**config.mk**
```make
export PLATFORM = sky130hd
export DESIGN_NAME = fetch_stage_hs_flat
export DESIGN_NICKNAME = d
export VERILOG_FILES = /design/src/rtl/fetch_stage_hs_if.sv /design/src/rtl/fetch_stage_hs.sv /design/src/flat_wrapper.sv
export SDC_FILE = /design/constraint.sdc
export NUM_CORES = 1
export LEC_CHECK = 0
export BUFFER_PORTS_ARGS = -buffer_cell sky130_fd_sc_hd__buf_2
export CAP_MARGIN = 30
export CORE_UTILIZATION = 35
export DETAILED_ROUTE_END_ITERATION = 7
export SKIP_LAST_GASP = 1
export SLEW_MARGIN = 0
export SYNTH_ARGS = -nofsm -noshare
export SYNTH_HDL_FRONTEND = slang
export SYNTH_SLANG_ARGS = --single-unit
```
**constraint.sdc**
```tcl
create_clock -name clk -period 7.98 [get_ports clk]
set_input_delay 0 -clock clk [delete_from_list [all_inputs] [get_ports clk]]
set_output_delay 0 -clock clk [all_outputs]
set_load 0.05 [all_outputs]
```
**src/rtl/fetch_stage_hs_if.sv**
```systemverilog
// Instruction-memory request/grant/response channel between the fetch stage and imem.
interface fetch_stage_hs_if #(
  parameter int unsigned XLEN = 32
);
  logic            imem_req;
  logic [XLEN-1:0] imem_addr;
  logic            imem_gnt;
  logic            imem_rvalid;
  logic [31:0]     imem_rdata;

  modport master (
    output imem_req,
    output imem_addr,
    input  imem_gnt,
    input  imem_rvalid,
    input  imem_rdata
  );

  modport slave (
    input  imem_req,
    input  imem_addr,
    output imem_gnt,
    output imem_rvalid,
    output imem_rdata
  );
endinterface

```
**src/rtl/fetch_stage_hs.sv**
```systemverilog
// IF stage with IF/ID register: single-outstanding imem fetch, one-entry skid buffer,
// decode stall/flush and EX redirect with wrong-path response discard.
module fetch_stage_hs #(
  parameter int unsigned     XLEN      = 32,
  parameter logic [XLEN-1:0] RESET_PC  = '0,
  parameter logic [31:0]     NOP_INSTR = 32'h0000_0013
) (
  input  logic             clk,
  input  logic             rst,
  input  logic             stallD,
  input  logic             flushD,
  input  logic             pcselE,
  input  logic [XLEN-1:0]  ALUresE,
  fetch_stage_hs_if.master imem,
  output logic [31:0]      instrD,
  output logic [XLEN-1:0]  pcD,
  output logic [XLEN-1:0]  pc4D,
  output logic             validD,
  output logic             misalignE
);

  localparam int unsigned     ILEN      = 32;
  localparam logic [1:0]      S_ISSUE   = 2'd0;
  localparam logic [1:0]      S_WAIT    = 2'd1;
  localparam logic [1:0]      S_DISCARD = 2'd2;
  localparam logic [XLEN-1:0] PC_STEP   = XLEN'(4);

  logic [1:0]      state_q, state_d;
  logic [XLEN-1:0] pc_f_q, pc_f_d;
  logic [XLEN-1:0] req_pc_q, req_pc_d;
  logic            buf_valid_q, buf_valid_d;
  logic [ILEN-1:0] buf_instr_q, buf_instr_d;
  logic [XLEN-1:0] buf_pc_q, buf_pc_d;
  logic            valid_id_q, valid_id_d;
  logic [ILEN-1:0] instr_id_q, instr_id_d;
  logic [XLEN-1:0] pc_id_q, pc_id_d;
  logic [XLEN-1:0] pc4_id_q, pc4_id_d;

  logic            redirect;
  logic [XLEN-1:0] target;
  logic            req_c;
  logic            grant;
  logic            deliver;
  logic            capture;
  logic            unused_alures_lsb;

  assign redirect          = pcselE;
  assign target            = {ALUresE[XLEN-1:2], 2'b00};
  assign misalignE         = pcselE & ALUresE[1];
  assign unused_alures_lsb = ALUresE[0];

  // A parked instruction in the skid buffer blocks new requests.
  assign req_c          = (state_q == S_ISSUE) && !buf_valid_q;
  assign grant          = req_c && imem.imem_gnt;
  assign deliver        = (state_q == S_WAIT) && imem.imem_rvalid && !redirect;
  assign capture        = deliver && (stallD || flushD || buf_valid_q);
  assign imem.imem_req  = req_c;
  assign imem.imem_addr = pc_f_q;

  // Fetch FSM and PC.
  always_comb begin
    state_d  = state_q;
    pc_f_d   = pc_f_q;
    req_pc_d = req_pc_q;
    case (state_q)
      S_ISSUE: begin
        if (grant) begin
          if (redirect) begin
            state_d = S_DISCARD;
          end else begin
            req_pc_d = pc_f_q;
            pc_f_d   = pc_f_q + PC_STEP;
            state_d  = S_WAIT;
          end
        end
      end
      S_WAIT: begin
        if (imem.imem_rvalid) begin
          state_d = S_ISSUE;
        end else if (redirect) begin
          state_d = S_DISCARD;
        end
      end
      S_DISCARD: begin
        if (imem.imem_rvalid) begin
          state_d = S_ISSUE;
        end
      end
      default: state_d = S_ISSUE;
    endcase
    if (redirect) begin
      pc_f_d = target;
    end
  end

  // Skid buffer: catches a delivered response that IF/ID cannot take this edge.
  always_comb begin
    buf_valid_d = buf_valid_q;
    buf_instr_d = buf_instr_q;
    buf_pc_d    = buf_pc_q;
    if (redirect) begin
      buf_valid_d = 1'b0;
    end else if (capture) begin
      buf_valid_d = 1'b1;
      buf_instr_d = imem.imem_rdata;
      buf_pc_d    = req_pc_q;
    end else if (buf_valid_q && !stallD && !flushD) begin
      buf_valid_d = 1'b0;
    end
  end

  // IF/ID register update in priority order.
  always_comb begin
    valid_id_d = valid_id_q;
    instr_id_d = instr_id_q;
    pc_id_d    = pc_id_q;
    pc4_id_d   = pc4_id_q;
    if (redirect || flushD) begin
      valid_id_d = 1'b0;
      instr_id_d = NOP_INSTR;
    end else if (stallD) begin
      valid_id_d = valid_id_q;
    end else if (buf_valid_q) begin
      valid_id_d = 1'b1;
      instr_id_d = buf_instr_q;
      pc_id_d    = buf_pc_q;
      pc4_id_d   = buf_pc_q + PC_STEP;
    end else if (deliver) begin
      valid_id_d = 1'b1;
      instr_id_d = imem.imem_rdata;
      pc_id_d    = req_pc_q;
      pc4_id_d   = req_pc_q + PC_STEP;
    end else begin
      valid_id_d = 1'b0;
      instr_id_d = NOP_INSTR;
    end
  end

  always_ff @(posedge clk) begin
    if (rst) begin
      state_q     <= S_ISSUE;
      pc_f_q      <= RESET_PC;
      req_pc_q    <= '0;
      buf_valid_q <= 1'b0;
      buf_instr_q <= NOP_INSTR;
      buf_pc_q    <= '0;
      valid_id_q  <= 1'b0;
      instr_id_q  <= NOP_INSTR;
      pc_id_q     <= '0;
      pc4_id_q    <= '0;
    end else begin
      state_q     <= state_d;
      pc_f_q      <= pc_f_d;
      req_pc_q    <= req_pc_d;
      buf_valid_q <= buf_valid_d;
      buf_instr_q <= buf_instr_d;
      buf_pc_q    <= buf_pc_d;
      valid_id_q  <= valid_id_d;
      instr_id_q  <= instr_id_d;
      pc_id_q     <= pc_id_d;
      pc4_id_q    <= pc4_id_d;
    end
  end

  assign validD = valid_id_q;
  assign instrD = instr_id_q;
  assign pcD    = pc_id_q;
  assign pc4D   = pc4_id_q;

endmodule

```
**src/flat_wrapper.sv**
```systemverilog
// flat-port wrapper written by rule: the top's interface ports become plain ports
module fetch_stage_hs_flat 
#(
  parameter int unsigned     XLEN      = 32,
  parameter logic [XLEN-1:0] RESET_PC  = '0,
  parameter logic [31:0]     NOP_INSTR = 32'h0000_0013
)
  (clk, rst, stallD, flushD, pcselE, ALUresE, instrD, pcD, pc4D, validD, misalignE, imem_imem_req, imem_imem_addr, imem_imem_gnt, imem_imem_rvalid, imem_imem_rdata);
  fetch_stage_hs_if #(.XLEN(XLEN)) imem_i ();
  input  logic clk;
  input  logic rst;
  input  logic stallD;
  input  logic flushD;
  input  logic pcselE;
  input  logic [XLEN-1:0] ALUresE;
  output logic [31:0] instrD;
  output logic [XLEN-1:0] pcD;
  output logic [XLEN-1:0] pc4D;
  output logic validD;
  output logic misalignE;
  output wire logic [$bits(imem_i.imem_req)-1:0] imem_imem_req;
  output wire logic [$bits(imem_i.imem_addr)-1:0] imem_imem_addr;
  input wire logic [$bits(imem_i.imem_gnt)-1:0] imem_imem_gnt;
  input wire logic [$bits(imem_i.imem_rvalid)-1:0] imem_imem_rvalid;
  input wire logic [$bits(imem_i.imem_rdata)-1:0] imem_imem_rdata;
  assign imem_imem_req = imem_i.imem_req;
  assign imem_imem_addr = imem_i.imem_addr;
  assign imem_i.imem_gnt = imem_imem_gnt;
  assign imem_i.imem_rvalid = imem_imem_rvalid;
  assign imem_i.imem_rdata = imem_imem_rdata;
  fetch_stage_hs #(.XLEN(XLEN), .RESET_PC(RESET_PC), .NOP_INSTR(NOP_INSTR)) u_core (.clk(clk), .rst(rst), .stallD(stallD), .flushD(flushD), .pcselE(pcselE), .ALUresE(ALUresE), .imem(imem_i), .instrD(instrD), .pcD(pcD), .pc4D(pc4D), .validD(validD), .misalignE(misalignE));
endmodule
```
# Word-level counts from Yosys, hierarchy flattened
# Cells that the tools add are included.
# totals
input_bits	71
word_cells	69
register_bits	228
out_inout_bits	131
# classes
muxes	19
bitwise_logic	4
add_sub_neg	3
n_reduce_logical	27
n_eq_ne	5
# op_table
operator	n
32-bit two-way mux	9
32-bit by 3-bit adder with 32-bit output (second input constant)	3
2-bit two-way mux	5
3-bit AND reduction	3
2-bit nonzero test	4
1-bit logical AND	7
2-bit one-hot mux with 3 select lines	1
2-bit AND reduction	3
1-bit zero test	4
1-bit two-way mux	4
2-bit OR reduction	2
1-bit logical OR	3
3-bit != test (second input constant)	1
1-bit inverter	3
2-bit by 1-bit equality test with 1-bit output (second input constant)	1
2-bit equality test (second input constant)	1
2-bit zero test	1
2-bit by 1-bit != test with 1-bit output (second input constant)	1
2-bit != test (second input constant)	1
1-bit bitwise AND	1

# Longest topological paths before layout
# Gate-level depths: netlist of the first run.
# depth
ltp_word	6
ltp_mapped	12
depth_no_buf	7

# Worst setup path before layout of the first run
# Ideal clock, no wire load.
# synth_path
path_kind	reg2reg
start	register u_core.buf_valid_q
end	register u_core.pc4_id_q[26], in the netlist u_core.pc4D[26]
setup_ns	0.063
t_arrival_ns	2.878
required_time_ns	7.917
slack_ns	5.039
stages_incl_launch_ff	13
path_buffers	5
path_cell_list	dfxtp_1 -> buf_6 -> buf_6 -> buf_4 -> buf_2 -> buf_2 -> mux2_2 -> ha_1 -> inv_1 -> a211oi_1 -> nand4_1 -> or4_1 -> nand3_1
# synth_between
elab_chain_cells	2
# synth_lines
item	line_no	text
from (decl)	fetch_stage_hs.sv:31	logic buf_valid_q, buf_valid_d;
from (signal assigned)	fetch_stage_hs.sv:155	buf_valid_q <= buf_valid_d;
2-bit nonzero test (no line)	-	
3-bit AND reduction (no line)	-	
to (signal assigned)	fetch_stage_hs.sv:161	pc4_id_q <= pc4_id_d;
to (decl)	fetch_stage_hs.sv:37	logic [XLEN-1:0] pc4_id_q, pc4_id_d;
# Parallel ways exist; a longest one is shown, timed or not.
# A chain may end at the register's enable or synchronous reset.

# Worst setup path in the final report of the first run
# Same ends and word-level chain as after synthesis.

==> results.py, run 1 <==
metrics = {
    "die": {
        "ios": 202,
        "die_w_um": 169,
        "die-area_um2": 28600,
        "rows": 60,
        "die_y_um": 169,
        "initial_core_util_pct": 35.9,
        "core_region_area_um2": 27200,
    },
    "cts": {
        "clockRootBuffer": "clkbuf_16",
        "cts_resized": 0,
        "cts.clk_slew.worst_paths_ns": 0.06,
        "htree_num_levels": 1,
        "cts_made_buffers": 24,
        "cts.sinks": 218,
        "clockBufferDepth": 3,
        "cts_tree": "done",
        "clk_latency_ns": 0.52,
    },
    "setup_path": {
        "r2r_cells": 7,
        "crit_fanout": 62,
        "startpoint_type": "flop",
        "cp.buffers_inverters": 1,
        "cp_cell_sequence": "mux2_2 > ha_1 > inv_1 > a211oi_1 > nand4_1 > or4_1 > nand3_1",
        "slowest_delay_ns": 0.81,
        "ff2ff_setup_slack_ns": 4.75,
        "worst_ep_required_time_ns": 8.44,
        "crit_family": "simple AND/OR/NAND/NOR gates",
        "end_kind": "flop",
        "rr_startpoint": "u_core.buf_valid_q",
        "arrival_ns": 3.69,
        "worstReg2RegEnd": "u_core.pc4D[26]",
        "cp_slowest_cell": "dfxtp_4",
        "critPathKind": "flop to flop",
    },
    "logic_synthesis": {
        "ys_ff_latch": 218,
        "syn_avg_cell_area_um2": 8.20,
        "yosys_warnings": 0,
        "synthArstFlopShare_pct": 0,
        "synthCells": 1191,
        "ys_types": 61,
        "synth_edf_count": 0,
        "synthFlopType": "dfxtp_1",
        "yosysSeqAreaShare_pct": 44.7,
        "syn_area_um2": 9760,
    },
    "drt": {
        "viasPerCell": 5.16,
        "remaining_drc_errors": 0,
        "drt_wl_total_um": 28000,
        "ant_nets": 0,
        "drt-initial-drc-count": 612,
        "vias": 9317,
        "detail_route.wl_per_cell_um": 15.5,
        "drt-pass1-iter-count": 5,
    },
    "timing": {
        "finalMaxSlewViolations": 0,
        "tightest_slew_ns": 0.864,
        "fin_tns_setup_ns": 0,
        "timing.hold.ws_ns": 0.0300,
        "final_hold_viol_count": 0,
        "fin_crit_ns": 3.23,
        "setup_viol": 0,
        "fmax_mhz": 309,
        "min_period_over_period_pct": 40.5,
        "rsz0062_at_grt": "no",
        "slew_headroom_pct": 42.4,
        "finClkSkew_ns": 0.0108,
    },
    "cells_and_area": {
        "area_delta_synth_final_pct": 29.4,
        "final_cell_mix": "nand2_1 (241), dfxtp_1 (217), buf_2 (194)",
        "fin_nets": 1489,
        "stdcell_area_um2": 12600,
        "antenna_cells": 0,
        "final_common_cell": "nand2_1",
        "drive_gt1_share_pct": 19.5,
    },
    "global_route": {
        "grt.total_usage_pct": 19.3,
        "grt_first_pass_wirelength_um": 45200,
        "grt_max_degree": 81,
        "grt.overflow.total": 0,
        "grt_antenna_before_repair": 0,
        "grt_pass1_vias": 8394,
    },
    "placed_design": {
        "place.gp.congestion": 0.810,
        "dp_hpwl_um": 18400,
        "io_buffers": 194,
        "place_area_um2": 11000,
    },
    "power_and_ir_drop": {
        "p_leak_nw": 4.68,
        "powerDensity_nw_per_um2": 200,
        "vdd_ir_drop_max_uv": 136,
    },
    "min_path": {
        "hp-start": "imem_imem_gnt",
        "hold_end": "u_core.state_q[0]",
        "hold_class": "primary input to flop",
        "min_path_cells": 4,
    },
    "flow_run": {
        "drv_cap": 0,
    },
    "outcome": {
        "status": "finished, final reports clean",
    },
}
==> power by group <==
part | internal, mW | switching (mW)
sequential | 1.11 | 0.0300
clock | 0.688 | 0.463
combinational | 0.0839 | 0.149
==> what timing repair did <==
action / 4_1_cts / 5_1_grt
hold endpoints to repair: 117 / 0
hold buffers: 84 / 0
buffers inserted: 0 / 0
==> registers in the layout (all words and copies together), names as in the netlist <==
register / cells
u_core.req_pc_q: 30
u_core.buf_pc_q: 30
u_core.pc4D: 30
u_core.imem.imem_addr: 30
u_core.buf_instr_q: 32
u_core.buf_valid_q: 1
u_core.validD: 1
u_core.pcD: 30
u_core.state_q: 2
u_core.instrD: 32
==> kinds of logic after synthesis <==
kind of cell / synth area share, %
other: 0.0384
adder cells (fa/ha/maj): 0.256
AO/OA/AOI/OAI: 17.5
flip-flops: 44.7
buffers and inverters: 4.83
AND/OR/NAND/NOR: 26.1
multiplexers: 3.58
XOR/XNOR: 3.05
==> cells in the mapped netlist (5+ instances only) <==
cell type / instances / area, um2
clkbuf_1: 75 / 282
a221oi_1: 29 / 254
dfxtp_1: 218 / 4360
a211oi_1: 51 / 383
a22oi_1: 7 / 52.6
nand2_1: 241 / 905
buf_2: 10 / 50.1
o21ai_0: 15 / 75.1
buf_4: 7 / 52.6
or3_1: 6 / 37.5
buf_1: 5 / 18.8
xnor2_1: 25 / 219
xor2_1: 9 / 78.8
inv_1: 8 / 30.0
nand4_1: 16 / 100
nand3b_1: 10 / 75.1
nand3_1: 62 / 310
nor2_1: 75 / 282
nor4_1: 11 / 68.8
nor2b_1: 29 / 181
o311ai_0: 10 / 87.6
mux2i_1: 27 / 270
and2_1: 6 / 37.5
mux2_2: 7 / 78.8
nor3_1: 52 / 260
a21oi_1: 110 / 551
==> layer usage <==
layer	up-vias	track usage (%)	wire length, um
li1	4692	-	-
met1	4332	29.3	14300
met2	257	28.4	11900
met3	36	2.76	1410
met4	0	4.86	486
met5	-	0	0
==> tightest hold or removal path: stages <==
cell,delay (ns)
buf_2,0.11
nor4b_4,0.16
a21oi_1,0.16
nor4_1,0.06
==> per-stage QoR <==
step,worst slack [ns],power (mW),std cells,util (%)
after floorplan,5.04,1.30,1196,-
after global placement,4.82,1.36,1675,40.2
after detailed placement,4.79,1.37,1678,40.4
after CTS,4.76,2.55,1806,46.5
after global routing,4.56,2.63,1806,46.5
final,4.75,2.52,1806,46.5
==> area by class of cell <==
cell class / count / area, um2
clock buffers: 28 / 657
clock inverters: 16 / 166
fillers: 2664 / 14500
inverters: 8 / 30.0
multi-input cells: 869 / 4970
flip-flops and latches: 218 / 4370
well taps: 372 / 465
repair buffers: 295 / 1980
==> how the worst max path moves through the flow <==
stage                       start         endpoint  slack [ns]  depth (start not counted)
3_3_place_gp   u_core.buf_valid_q  u_core.pc4D[26]        4.82                          7
3_5_place_dp   u_core.buf_valid_q  u_core.pc4D[26]        4.79                          7
4_1_cts        u_core.buf_valid_q  u_core.pc4D[26]        4.76                          7
6_report       u_core.buf_valid_q  u_core.pc4D[26]        4.75                          7
2_1_floorplan  u_core.buf_valid_q  u_core.pc4D[26]        5.04                         12
5_1_grt        u_core.buf_valid_q  u_core.pc4D[26]        4.56                          7
(Power assumes the default switching activity.)
==> run 2: changes to the inputs <==
==> constraint.sdc (replaced) <==
create_clock -name clk -period 2.76 [get_ports clk]
set_input_delay 0 -clock clk [delete_from_list [all_inputs] [get_ports clk]]
set_output_delay 0 -clock clk [all_outputs]
set_load 0.05 [all_outputs]
==> run 2 against run 1 <==
  * Global-route usage rose by 0.16 points
  * Combinational power rose to 2.9 times the previous value
  * Non-clock buffer count fell by 2
  * Flip-flop and latch count did not move
  * First-iteration DRC count rose by 15%
  * Critical endpoint is now u_core.pc4D[31]
==> results.py, run 2 (synthesis gave the netlist of run 1 again) <==
metrics = {
    "outcome": {
        "status": "finished, final reports clean",
    },
    "timing": {
        "finClkSkew_ns": 0.0159,
        "final_hold_viol_count": 0,
        "slew_headroom_pct": 53.9,
        "min_period_over_period_pct": 87.2,
        "tightest_slew_ns": 0.691,
        "fin_tns_setup_ns": 0,
        "fmax_mhz": 416,
        "setup_viol": 0,
        "finalMaxSlewViolations": 0,
        "rsz0062_at_grt": "no",
        "fin_crit_ns": 2.41,
    },
    "die": {
        "die_y_um": 169,
        "die-area_um2": 28600,
        "core_region_area_um2": 27200,
        "rows": 60,
        "initial_core_util_pct": 35.9,
        "die_w_um": 169,
        "ios": 202,
    },
    "cells_and_area": {
        "area_delta_synth_final_pct": 29.3,
        "drive_gt1_share_pct": 20.7,
        "antenna_cells": 0,
        "fin_nets": 1488,
        "final_cell_mix": "nand2_1 (241), dfxtp_1 (217), buf_2 (193)",
        "final_common_cell": "nand2_1",
        "stdcell_area_um2": 12600,
    },
    "placed_design": {
        "dp_hpwl_um": 19200,
        "io_buffers": 194,
        "place_area_um2": 11100,
        "place.gp.congestion": 0.824,
    },
    "power_and_ir_drop": {
        "powerDensity_nw_per_um2": 586,
        "comb_power_share_pct": 9.1,
        "p_int_mw": 5.56,
        "vdd_ir_drop_max_uv": 363,
        "pwr-share-clk_pct": 46.5,
        "seqPwrFrac_pct": 44.5,
        "p_leak_nw": 4.66,
        "switchingPower_mw": 1.84,
        "swShare_pct": 24.9,
    },
    "drt": {
        "vias": 9250,
        "ant_nets": 0,
        "viasPerCell": 5.13,
        "drt_wl_total_um": 28400,
        "remaining_drc_errors": 0,
        "drt-pass1-iter-count": 5,
        "detail_route.wl_per_cell_um": 15.7,
        "drt-initial-drc-count": 706,
    },
    "global_route": {
        "grt_first_pass_wirelength_um": 45600,
        "grt.overflow.total": 0,
        "grt.total_usage_pct": 19.5,
        "grt_pass1_vias": 8501,
        "grt_max_degree": 70,
        "grt_antenna_before_repair": 0,
    },
    "setup_path": {
        "end_kind": "flop",
        "worstReg2RegEnd": "u_core.pc4D[31]",
        "r2r_cells": 6,
        "rr_startpoint": "u_core.buf_valid_q",
        "arrival_ns": 2.81,
        "startpoint_type": "flop",
        "startpoint": "u_core.buf_valid_q",
        "critPathKind": "flop to flop",
        "worst_ep_required_time_ns": 3.16,
        "crit_fanout": 21,
        "crit_end": "u_core.pc4D[31]",
        "ff2ff_setup_slack_ns": 0.35,
    },
    "cts": {
        "clk_latency_ns": 0.52,
        "cts.sinks": 218,
        "cts_resized": 0,
        "cts_made_buffers": 25,
        "clockBufferDepth": 3,
        "clockRootBuffer": "clkbuf_16",
        "post_cts_buffers": 0,
        "htree_num_levels": 1,
        "cts.clk_slew.worst_paths_ns": 0.06,
        "hold_buffers": 67,
        "cts_tree": "done",
    },
    "flow_run": {
        "drv_cap": 0,
    },
    "min_path": {
        "min_path_cells": 4,
        "hold_class": "primary input to flop",
        "hp-start": "stallD",
    },
}
==> run 2: cell count changes in the layout (fill, tap and decap cells not counted) <==
| cell | before | now |
|---|---|---|
| clkinv_2 | 10 | 6 |
| clkbuf_8 | 2 | 7 |
| buf_2 | 194 | 193 |
| buf_12 | 0 | 3 |
| a211oi_2 | 0 | 1 |
| dlygate4sd3_1 | 84 | 67 |
| clkinvlp_4 | 0 | 1 |
| buf_16 | 2 | 0 |
| a211oi_1 | 51 | 50 |
| buf_4 | 15 | 30 |
| clkinv_4 | 2 | 0 |
==> run 2: metrics by stage <==
stage                     power (mW)  std cells  hold WS, ns  utilization, %  setup slack, ns
after detailed placement        3.96       1693        0.236            40.8            0.376
after global routing            7.66       1804       0.0441            46.5            0.209
after floorplan                 3.76       1196        0.124               -           0.0191
final                           7.40       1804       0.0342            46.5            0.355
after global placement          3.95       1693        0.227            40.8            0.389
after CTS                       7.48       1804       0.0171            46.5            0.362
==> run 2: worst min-delay path by stage <==
stage | end | slack, ns
after global routing | u_core.pc4D[29] | 0.04
after CTS | u_core.pc4D[29] | 0.02
final | u_core.pc4D[29] | 0.03
after detailed placement | u_core.buf_instr_q[1] | 0.24
after global placement | u_core.buf_instr_q[1] | 0.23
after floorplan | u_core.buf_instr_q[0] | 0.12
==> run 2: power groups by stage <==
stage,logic (mW),clock network [mW],registers (mW)
3_3_place_gp,0.593,0,3.36
2_1_floorplan,0.288,0,3.47
4_1_cts,0.670,3.52,3.29
5_1_grt,0.723,3.64,3.30
6_report,0.670,3.44,3.29
3_5_place_dp,0.596,0,3.36
==> run 2: critical path: stages (launching register included) <==
cell      delay [ns]
dfxtp_4         0.55
nand3_1         0.24
a222oi_1        0.51
nand4_1         0.34
buf_4           0.27
nor4_1          0.28
o31ai_1         0.11
==> run 2: per-layer routing <==
layer  GRT usage (%)  vias up  share of wire (%)
met3            2.62       40                4.7
met1            29.5     4276                 50
li1                -     4676                  -
met5               0        -                  0
met2            28.8      258                 43
met4            4.90        0                2.0
==> run 2: area by class of cell <==
| type | count | area (um2) |
|---|---|---|
| Fill cell | 2707 | 14600 |
| Inverter | 8 | 30.0 |
| Multi-Input combinational cell | 869 | 4980 |
| Sequential cell | 218 | 4370 |
| Tap cell | 372 | 465 |
| Clock inverter | 11 | 136 |
| Timing Repair Buffer | 293 | 1920 |
| Clock buffer | 33 | 726 |
